$ cat src/rtl/clk_div_prog.sv
// Programmable clock divider with a one-deep divisor request buffer.
// o_clk is high for ceil(D/2) and low for floor(D/2) of every D enabled cycles.
module clk_div_prog #(
  parameter int WIDTH     = 8,
  parameter int RESET_DIV = 6
) (
  input  logic             i_clk,
  input  logic             i_rst,
  input  logic             i_en,
  input  logic [WIDTH-1:0] i_div,
  input  logic             i_div_valid,
  output logic             o_div_ready,
  output logic             o_div_err,
  output logic             o_clk,
  output logic             o_tick,
  output logic [WIDTH-1:0] o_div_active
);

  localparam logic [WIDTH-1:0] RST_DIV_W = WIDTH'(RESET_DIV);
  localparam logic [WIDTH-1:0] ONE_W     = WIDTH'(1);
  localparam logic [WIDTH:0]   ONE_X     = (WIDTH+1)'(1);

  logic [WIDTH-1:0] ctr_q, ctr_d;
  logic [WIDTH-1:0] div_q, div_d;
  logic [WIDTH-1:0] pend_q, pend_d;
  logic             pend_vld_q, pend_vld_d;
  logic             clk_q, clk_d;
  logic             tick_q, tick_d;
  logic             err_q, err_d;
  logic [WIDTH:0]   half;
  logic [WIDTH:0]   ctr_inc;
  logic             wrap;
  logic             accept;

  always_comb begin
    half       = ({1'b0, div_q} + ONE_X) >> 1;
    ctr_inc    = {1'b0, ctr_q} + ONE_X;
    wrap       = i_en && (ctr_q == (div_q - ONE_W));
    accept     = i_div_valid && !pend_vld_q;

    ctr_d      = ctr_q;
    div_d      = div_q;
    pend_d     = pend_q;
    pend_vld_d = pend_vld_q;
    clk_d      = clk_q;
    tick_d     = 1'b0;
    err_d      = 1'b0;

    if (i_en) begin
      if (wrap) begin
        ctr_d  = '0;
        clk_d  = 1'b1;
        tick_d = 1'b1;
        if (pend_vld_q) begin
          div_d      = pend_q;
          pend_vld_d = 1'b0;
        end
      end else begin
        ctr_d = ctr_inc[WIDTH-1:0];
        clk_d = (ctr_inc < half);
      end
    end else if (pend_vld_q) begin
      // While frozen, park the counter at P-1 so resuming starts a fresh period
      div_d      = pend_q;
      ctr_d      = pend_q - ONE_W;
      pend_vld_d = 1'b0;
    end

    // Requests are only accepted while nothing is pending, so this never
    // collides with the pending-clear above
    if (accept) begin
      if (i_div != '0) begin
        pend_d     = i_div;
        pend_vld_d = 1'b1;
      end else begin
        err_d = 1'b1;
      end
    end
  end

  always_ff @(posedge i_clk) begin
    if (i_rst) begin
      ctr_q      <= RST_DIV_W - ONE_W;
      div_q      <= RST_DIV_W;
      pend_q     <= '0;
      pend_vld_q <= 1'b0;
      clk_q      <= 1'b0;
      tick_q     <= 1'b0;
      err_q      <= 1'b0;
    end else begin
      ctr_q      <= ctr_d;
      div_q      <= div_d;
      pend_q     <= pend_d;
      pend_vld_q <= pend_vld_d;
      clk_q      <= clk_d;
      tick_q     <= tick_d;
      err_q      <= err_d;
    end
  end

  assign o_div_ready  = !pend_vld_q;
  assign o_div_err    = err_q;
  assign o_clk        = clk_q;
  assign o_tick       = tick_q;
  assign o_div_active = div_q;

endmodule

$ cat config.mk
export PLATFORM = sky130hd
export DESIGN_NAME = clk_div_prog
export DESIGN_NICKNAME = d
export VERILOG_FILES = /design/src/rtl/clk_div_prog.sv
export SDC_FILE = /design/constraint.sdc
export NUM_CORES = 1
export LEC_CHECK = 0
export CORE_MARGIN = 2
export CORE_UTILIZATION = 55
export CTS_CLUSTER_DIAMETER = 30
export DETAILED_ROUTE_END_ITERATION = 8
export MAX_ROUTING_LAYER = met4
export PLACE_DENSITY = 0.79
export SKIP_LAST_GASP = 1
export SLEW_MARGIN = 25
export SYNTH_ARGS = -nofsm -noshare
export SYNTH_HDL_FRONTEND = slang
export SYNTH_SLANG_ARGS = --single-unit
$ cat constraint.sdc
create_clock -name i_clk -period 4.1 [get_ports i_clk]
set_input_delay 0.82 -clock i_clk [delete_from_list [all_inputs] [get_ports i_clk]]
set_output_delay 0.82 -clock i_clk [all_outputs]
set_load 0.03 [all_outputs]
-- Word level (Yosys, flattened, before mapping)
Index checks and enable logic that the tools add are counted.
- add/sub/neg operators: 4
- $lt $le $gt $ge: 1
- equality and inequality tests: 2
- mux-type cells: 13
- bitwise operators: 2
- reductions and logical operators: 8
- operator list (operator ; count):
    8-bit 2-to-1 mux ; 6
    8-bit by 1-bit adder with 9-bit output (second input constant) ; 2
    8-bit by 1-bit subtractor with 8-bit output (second input constant) ; 2
    9-bit by 8-bit less-than comparator with 1-bit output ; 1
    8-bit equality test ; 1
    8-bit nonzero test ; 1
    1-bit 2-to-1 mux ; 7
    2-bit OR reduction ; 2
    1-bit logical AND ; 2
    2-bit by 1-bit inequality test with 1-bit output (second input constant) ; 1
    1-bit NOT ; 2
    2-bit AND reduction ; 1
    2-bit nonzero test ; 1
    1-bit logical NOT ; 1
- bits in registers: 28
- input port bits: 12
- output and inout bits: 12
- word-level logic and storage cells: 37

-- Longest topological paths before layout
- word-level depth: 7
- gate-level depth with buffers: 11
- depth with buffers taken out: 10

-- Least setup slack after synthesis
No wires, ideal clock.
- kind: register to register
- start: register div_q[0] (netlist: o_div_active[0])
- end: register div_q[1] (netlist: o_div_active[1])
- setup time: 0.120 ns
- arrival time: 2.565 ns
- required time: 3.980 ns
- setup slack: 1.415 ns
- stages on the path, launching flop included: 12
- buffers on the path: 3
- clock period less this slack: 2.685 ns
- path through: dfxtp_1 > buf_2 > inv_1 > ha_1 > and2b_1 > or3_1 > a31o_1 > a211o_1 > buf_6 > a21o_1 > buf_6 > mux2i_1
- cells in the longest elaborated chain, start to end: 4
- ends and longest elaborated chain (item ; RTL line ; source):
    start: declaration ; 24 ; logic [WIDTH-1:0] div_q, div_d;
    start signal: assignment ; 92 ; div_q <= div_d;
    8-bit by 1-bit subtractor with 8-bit output ; 38 ; wrap = i_en && (ctr_q == (div_q - ONE_W));
    8-bit equality test ; 38 ;
    1-bit logical AND ; 38 ;
    2-bit by 1-bit inequality test with 1-bit output (no line) ; n/a ;
No other way between the ends.
A chain may end at the register's enable or synchronous reset.

-- Worst setup path in the final report
Same ends and word-level chain as after synthesis.

==> summary.md <==
| Metric | Value |
|---|---|
| Avg Inst Size Synth | 8.294 sq um |
| Synth Cell Area | 1966 sq um |
| WL met1 | 2017 um |
| Drc violations | 0 |
| Die height | 63.78 um |
| Largest net degree at the start of global routing | 37 |
| Global-route wire length before repair | 6775 um |
| Tmin final | 2.714 ns |
| Die W | 63.78 um |
| Vias | 1617 |
| CTS resizes | 0 |
| Maximum clock rate | 0.3684 GHz |
| Total Die Area | 4068 sq um |
| Max-cap violations | 0 |
| DP HPWL | 3005 um |
| Post-route ant nets | 0 |
| Hold_buf cts | 0 |
| Fin. max-slew vios | 0 |
| Area Overhead vs Synth | 11.52% |
| Diodes inserted | 0 |
| Worst-path fanout max | 10 |
| Number of buffers created by CTS | 3 |
| CTS Sinks | 28 |
| GRT overflow | 0 |
| H-tree lvl count | 1 |
| Yosys reg bits | 28 |
| CP Class | reg2reg |
| GRT Util Overall | 0.2114 |
| Ys flop type | dfxtp_1 |
| Ys async rst share | 0 |
| DR iter-0 viols | 52 |
| Most frequent cells in the layout | nor2_1 (33), dfxtp_1 (28), clkdlybuf4s50_1 (22) |
| Worst hold slack | 0.5135 ns |
| Slew at the pin closest to its max-slew limit | 0.6943 ns |
| TNS Setup | 0 ns |
| Fin crit share | 0.6620 |
| Top routing layer used | met4 |
| Initial antenna violation count | 0 |
| Nets@finish | 269 |
| Final hold vios | 0 |
| Root buf cell | clkbuf_4 |
| PortBufs | 23 |
| Number of setup buffers added after CTS | 0 |
| Worst-path clk slew | 0.15 ns |
| Worst EP arrival | 2.94 ns |
| WP data required | 4.33 ns |
| Final wirelength | 3987 um |
| Sequential-to-total area share from yosys stat | 0.2852 |
| Critical Path Sink Type | register |
| Number of library cell types mapped by synthesis | 45 |
| Worst Skew | 0.004659 ns |
| WL met3 | 82 um |
| I/O pin count | 24 |
| First-pass DRT Iterations | 4 |
| Final setup fails | 0 |
| Syn. warnings | 0 |
| PD cells | 347.8 nW/um^2 |
| Outcome | completed |
| Starting density of the core | 0.5799 |
| TritonCTS clock tree | built |
| Rel. slew slack | 0.5357 |
| Maximum vdd drop | 0.2604 mV |
| Clk buf depth | 2 |
| Commonest non-fill, non-tap cell in the layout | nor2_1 |
| Mapped Nets | 260 |
| Cells after Synth | 237 |
| Worst hold path class | reg2reg |
| Ratio of cells with drive above 1 in the final layout | 0.03673 |
| Gpl congestion | 0.9318 |
| Overall power | 0.0007624 W |
| Row cnt | 21 |
| Vias per inst | 5.557 |
| Avg WL per Cell | 13.70 um |
| P_leak | 0.8928 nW |
| Area of the core | 3390 sq um |
| Clock latency on the worst-skew pair | 0.34 ns |
| Metal2 WL | 1848 um |
| Post-synth EDFFs | 0 |
| Vias in the first global route | 1393 |
| Critical Path Source Type | register |
| RSZ-0062 raised after global routing | false |
==> cell families after synthesis <==
kind of cell             Yosys count  share of synthesized area
AO/OA/AOI/OAI                     41                     0.1496
XOR/XNOR                          27                     0.1203
adder cells (fa/ha/maj)           11                    0.07002
buffers and inverters             26                    0.06875
flip-flops                        28                     0.2852
multiplexers                      14                    0.07129
AND/OR/NAND/NOR                   90                     0.2349
==> layer usage <==
| metal | GRT usage | vias to the layer above |
|---|---|---|
| met3 | 0.02289 | 4 |
| met4 | 0.04891 | 0 |
| met1 | 0.3043 | 741 |
| li1 | - | 854 |
| met5 | - | - |
| met2 | 0.3190 | 18 |
==> worst max-delay path: stages (launching register included) <==
cell and delay [ns]:
dfxtp_1 0.53, inv_1 0.08, ha_1 0.30, o21bai_1 0.19, a2111oi_0 0.46, a311oi_1 0.11
a211o_1 0.39, a21o_1 0.37, mux2i_1 0.17
==> layout make-up <==
cell class / count / area, sq um
Sequential cell: 28 / 560.5
Timing Repair Buffer: 23 / 225.2
Multi-Input combinational cell: 183 / 1270
Clock inverter: 1 / 30.03
Fill cell: 284 / 1197
Tap cell: 46 / 57.56
Clock buffer: 3 / 22.52
Inverter: 7 / 26.28
==> sequential cells by signal, summed over array words and instances, names as in the netlist <==
| register | cells |
|---|---|
| pend_vld_q | 1 |
| o_div_active | 8 |
| o_tick | 1 |
| o_clk | 1 |
| o_div_err | 1 |
| pend_q | 8 |
| ctr_q | 8 |
==> through the flow <==
step	utilization	instances	setup WS (ns)	cell area [sq um]
floorplan	-	237	1.415	1966
global placement	0.6327	287	1.466	2145
detailed placement	0.6327	287	1.426	2145
CTS	0.6482	291	1.388	2197
global route	0.6467	291	1.128	2192
finish	0.6467	291	1.386	2192
==> power breakdown <==
part           internal (W)  leakage, nW  switching (W)
logic              0.000117        0.636       0.000126
clock network     0.0000990       0.0279      0.0000837
registers          0.000294        0.229      0.0000423
==> synth_stat cells, types with 5 or more instances <==
| cell type | count | area [sq um] |
|---|---|---|
| ha_1 | 11 | 137.6 |
| nand3_1 | 11 | 55.05 |
| nand2b_1 | 14 | 87.58 |
| nand2_1 | 7 | 26.28 |
| dfxtp_1 | 28 | 560.5 |
| xor2_1 | 10 | 87.58 |
| xnor2_1 | 17 | 148.9 |
| and3_1 | 6 | 37.54 |
| nor2_1 | 33 | 123.9 |
| a21oi_1 | 5 | 25.02 |
| clkbuf_1 | 10 | 37.54 |
| mux2i_1 | 14 | 140.1 |
| inv_1 | 7 | 26.28 |
| a211oi_1 | 9 | 67.56 |
| a31oi_1 | 7 | 43.79 |
==> path summary, 6_finish.rpt <==
kind | start | end | slack (ns) | cells after the start
worst max-delay path | o_div_active[0] | o_div_active[1] | 1.39 | 8
worst min-delay path | o_clk | o_clk | 0.51 | 2
worst max register to register | o_div_active[0] | o_div_active[1] | 1.39 | 8
worst min register to register | o_clk | o_clk | 0.51 | 2
Power figures use the tool's default switching activity.
